--- config.mk ---
export PLATFORM = sky130hd
export DESIGN_NAME = pipe_skid_reg
export DESIGN_NICKNAME = d
export VERILOG_FILES = /design/src/rtl/pipe_skid_reg.sv
export SDC_FILE = /design/constraint.sdc
export NUM_CORES = 1
export LEC_CHECK = 0
export CAP_MARGIN = 15
export CORE_UTILIZATION = 40
export DETAILED_ROUTE_END_ITERATION = 7
export PLACE_DENSITY = 0.77
export SLEW_MARGIN = 20
export SYNTH_ARGS = -nofsm -noshare
export SYNTH_HDL_FRONTEND = slang
export SYNTH_SLANG_ARGS = --single-unit
--- constraint.sdc ---
create_clock -name clock -period 2.18 [get_ports clock]
set_input_delay 0.436 -clock clock [delete_from_list [all_inputs] [get_ports clock]]
set_output_delay 0.436 -clock clock [all_outputs]
set_load 0.02 [all_outputs]
--- src/rtl/pipe_skid_reg.sv ---
// Pipeline-stage register with a valid/ready handshake and a one-entry skid buffer.
// All handshake outputs are decoded from the state register, so no input reaches an
// output combinationally. A synchronous flush squashes held entries and loads CLR_VALUE.
module pipe_skid_reg #(
  parameter int unsigned      WIDTH     = 32,
  parameter logic [WIDTH-1:0] CLR_VALUE = '0
) (
  input  logic             clock,
  input  logic             reset_n,
  input  logic             flush,
  input  logic             in_valid,
  input  logic [WIDTH-1:0] in_data,
  output logic             in_ready,
  output logic             out_valid,
  output logic [WIDTH-1:0] out_data,
  input  logic             out_ready,
  output logic [1:0]       occupancy
);

  typedef enum logic [1:0] {
    StEmpty = 2'd0,
    StOne   = 2'd1,
    StTwo   = 2'd2
  } state_e;

  state_e           r_state, w_state_d;
  logic [WIDTH-1:0] r_m, w_m_d;
  logic [WIDTH-1:0] r_s, w_s_d;
  logic             w_in_xfer, w_out_xfer;

  assign w_in_xfer  = in_valid & in_ready;
  assign w_out_xfer = out_valid & out_ready;
  assign out_data   = r_m;

  // Handshake outputs decoded from the state register only.
  always_comb begin
    in_ready  = 1'b0;
    out_valid = 1'b0;
    occupancy = 2'd0;
    case (r_state)
      StEmpty: begin
        in_ready  = 1'b1;
        out_valid = 1'b0;
        occupancy = 2'd0;
      end
      StOne: begin
        in_ready  = 1'b1;
        out_valid = 1'b1;
        occupancy = 2'd1;
      end
      StTwo: begin
        in_ready  = 1'b0;
        out_valid = 1'b1;
        occupancy = 2'd2;
      end
      // Illegal encoding: accept nothing, present nothing, recover next edge.
      default: begin
        in_ready  = 1'b0;
        out_valid = 1'b0;
        occupancy = 2'd0;
      end
    endcase
  end

  // Next-state and data-path selection; flush overrides every handshake update.
  always_comb begin
    w_state_d = r_state;
    w_m_d     = r_m;
    w_s_d     = r_s;
    if (flush) begin
      w_state_d = StEmpty;
      w_m_d     = CLR_VALUE;
      w_s_d     = CLR_VALUE;
    end else begin
      case (r_state)
        StEmpty: begin
          if (w_in_xfer) begin
            w_m_d     = in_data;
            w_state_d = StOne;
          end
        end
        StOne: begin
          if (w_in_xfer && w_out_xfer) begin
            w_m_d = in_data;
          end else if (w_in_xfer) begin
            // Downstream stalled: park the new beat in the skid register.
            w_s_d     = in_data;
            w_state_d = StTwo;
          end else if (w_out_xfer) begin
            w_state_d = StEmpty;
          end
        end
        StTwo: begin
          if (w_out_xfer) begin
            w_m_d     = r_s;
            w_state_d = StOne;
          end
        end
        default: begin
          w_state_d = StEmpty;
        end
      endcase
    end
  end

  // State and data registers with asynchronous active-low reset.
  always_ff @(posedge clock or negedge reset_n) begin
    if (!reset_n) begin
      r_state <= StEmpty;
      r_m     <= CLR_VALUE;
      r_s     <= CLR_VALUE;
    end else begin
      r_state <= w_state_d;
      r_m     <= w_m_d;
      r_s     <= w_s_d;
    end
  end

endmodule

==> results.txt <==
----------------------------------------------------
[Setup path]
  Critical path startpoint category ... flip-flop
  Max incr delay on CP ... between 0.4 and 0.5 ns
  Register-to-register setup slack ... around 0.13 ns
  Worst Path Arrival ... roughly 2.3 ns
  Startpoint-to-endpoint class of the critical path ... flip-flop to flip-flop
  Peak fanout along the critical path ... 13
  Cell-by-cell listing of the critical path ... buf_4, ha_2, a21boi_1, or3_1, or2_4, buf_12, o31ai_1
  Critical Path End Type ... flip-flop
  Worst path bufs/invs ... 2
  Slowest library cell on the worst path ... or3_1
  Cell family with the largest share of critical-path delay ... simple AND/OR/NAND/NOR gates
  Path depth of the worst reg2reg path ... 7
  Required time at the endpoint of the critical path ... 2.42 ns
  Number of cells on the critical path ... 7

[Yosys]
  Mean cell area of the mapped netlist ... ~12 µm²
  Yosys warnings ... 0
  Synthesized net count ... between 300 and 400
  Synth Cell Area ... 3410 µm²
  Cell variety after synth ... 27
  Number of instances in the synthesized netlist ... between 200 and 300
  Flip-flop and latch count after synthesis ... 66
  Share of synthesized area occupied by flip-flops and latches ... approximately 48%
  Share of flip-flops with an asynchronous set or reset after synthesis ... 100%
  Most frequently used flop master after synthesis ... dfrtp_1
  Number of flops mapped to enable cells by yosys ... 0

[Clock tree]
  Max Buffers Root-to-Sink ... 2
  CTS tree ... yes
  Clock slew at reported path FFs ... roughly 0.070 ns
  Number of sinks handled by clock tree synthesis ... 66
  Clock H-tree levels ... 3
  Total of hold buffers inserted after clock tree synthesis ... 0
  Master cell of the clock root buffer ... clkbuf_8
  Cts bufs inserted ... 9
  Clock latency on the worst-skew pair ... between 0.3 and 0.4 ns

[Placed design]
  Input/output buffers ... 72
  Detailed placer's ending HPWL ... a little over 5 mm
  Routability-driven placement congestion ratio ... a little under 0.8
  Cell area after placement ... ~4300 µm²
  Cell count after placement ... between 400 and 500

[STA]
  Crit path time final ... 2.05 ns
  Number of slew-limit violations in the final report ... 0
  RSZ-0062 raised after global routing ... false
  Worst Max-Slew Pin Slew ... ~0.57 ns
  Fmax ... 0.489 GHz
  Final count of hold timing violations ... 0
  Setup Skew ... around 0.0084 ns
  Final setup vio count ... 0
  Final worst-path cycle share ... a little over nine tenths
  Worst slew slack as a fraction of its limit ... roughly 62%

[Layout]
  Fill cells ... 710
  Post-route insts no fill ... ~460
  Commonest non-fill, non-tap cell in the layout ... clkdlybuf4s50_1
  Final net count ... between 300 and 400
  Core utilization of the finished layout ... between 50% and 60%
  Number of diodes ... 0
  Layout cell share with drive strength beyond 1 ... 20.7%
  Fin area ... about 4600 µm²
  Synth-to-Final Area Change ... 34.4%
  Commonest cells after routing, fill and taps aside ... 67 x clkdlybuf4s50_1, 66 x dfrtp_1, 33 x nor2b_1

[Drt]
  Number of iterations in the first detailed-routing pass ... 4
  Total length of routed wires ... between 8 and 9 mm
  Antenna viol nets, final ... 0
  Number of vias per cell after detailed routing ... ~5.7
  Wirelength per Cell ... roughly 17 µm
  Routed via count ... around 2600
  Iteration-0 DRC count of the detailed router ... around 140
  Drc violations ... 0

[Floorplan]
  Starting Density ... 41.5%
  Die height ... 94.4 µm
  Floorplan Core Area ... 8220 µm²
  DIE AREA ... just under 9000 µm²
  Row count ... 33
  Overall die width ... 94.4 µm
  Boundary Pins ... 73

[Global routing]
  Overflow after GRT ... 0
  Number of global-route vias before repair ... approximately 2600
  Wire length of the first global-routing pass ... around 13 mm
  GRT Resource Usage Total ... between 10% and 20%
  Largest net degree at the start of global routing ... just under 70
  Antenna violations before repair ... 0

[Status]
  Result of the run ... complete, no violations

[Power and ir drop]
  Internal power ... 3.54 mW
  Clock Power Share ... about 20%
  Worst ir drop on vdd ... 0.625 mV
  Flop pwr share ... 32.7%
  Leakage power of the design ... about 1.9 nW
  Sw Ratio ... approximately two fifths
  Switching Power ... 2.17 mW
  Share of power burned in combinational logic ... between 40 and 50%
  Total power divided by cell area ... between 1000 and 1500 nW/µm²
  Tot Pwr ... between 5 and 6 mW

[Worst hold path]
  Worst min-delay path category ... primary input to async pin

[Run]
  Max-cap violations ... 0

----------------------------------------------------
## power by group through the flow
stage / clock [mW] / sequential, mW / combinational [mW]
floorplan: 0 / 2.13 / 1.39
global placement: 0 / 1.87 / 2.64
detailed placement: 0 / 1.89 / 2.69
CTS: 1.16 / 1.86 / 2.71
global route: 1.19 / 1.91 / 2.90
finish: 1.13 / 1.87 / 2.71
## path summary, 6_finish.rpt
check                                to  startpoint
setup / recovery           out_data[18]  r_state[1]
hold / removal               r_state[0]     reset_n
setup reg to reg           out_data[18]  r_state[1]
hold reg to reg                  r_s[5]      r_s[5]
max in group asynchronous        r_s[0]     reset_n
min in group clock               r_s[5]      r_s[5]
## metal layers
metal / track usage (%) / vias up / wire (µm) / part of all wire (%)
met5: 0 / - / 0 / 0
met4: 7.69 / 0 / 84 / 1.0
met3: 3.30 / 7 / 431 / 5.3
met2: 30.7 / 82 / 3900 / 48
met1: 26.2 / 1326 / 3650 / 45
li1: - / 1207 / - / -
## through the flow
step                      setup WS (ns)  setup TNS (ns)  hold slack, ns
after detailed placement         -0.100           -2.04           0.482
final                             0.134               0           0.113
after floorplan                  0.0178               0           0.140
after global routing             0.0560               0           0.137
after global placement          -0.0484          -0.836           0.484
after CTS                        0.0250               0           0.113
## final cells by class
type / count / area [µm²] / area share [%]
well taps: 105 / 131 / 2.86
flip-flops and latches: 66 / 1650 / 36.0
inverters: 2 / 7.51 / 0.164
clock buffers: 10 / 138 / 3.00
clock inverters: 5 / 78.8 / 1.72
multi-input cells: 185 / 1670 / 36.3
repair buffers: 89 / 913 / 19.9
## logic make-up (layout without fill, tap and decap cells)
family | count (synthesis) | after routing | share of synthesized area, %
and+or+nand+nor | 44 | 44 | 7.66
buffers and inverters | 30 | 106 | 4.22
adders and majority gates | 5 | 5 | 1.83
muxes | 32 | 32 | 9.39
xor gates and xnor gates | 1 | 1 | 0.257
AOI/OAI and AO/OA | 103 | 103 | 28.2
DFF | 66 | 66 | 48.4
## registers in the layout, summed over array words and instances (netlist names)
signal    flops
out_data     32
r_s          32
r_state       2
## timing repair
action	4_1_cts	5_1_grt
gates cloned	0	0
endpoints found under the setup margin	33	31
gates resized for setup	2	3
buffers inserted	2	1
pin swaps	0	1
## cell usage after synthesis (4+ instances only)
cell,count,area [µm²]
clkbuf_1,21,78.8
mux2i_1,32,320
o31ai_2,30,375
a22oi_1,32,240
ha_1,5,62.6
nor2_1,5,18.8
a22o_1,32,280
dfrtp_1,66,1650
buf_6,4,45.0
nor2b_1,33,206
Note: power is estimated with default switching activity, not from simulation.
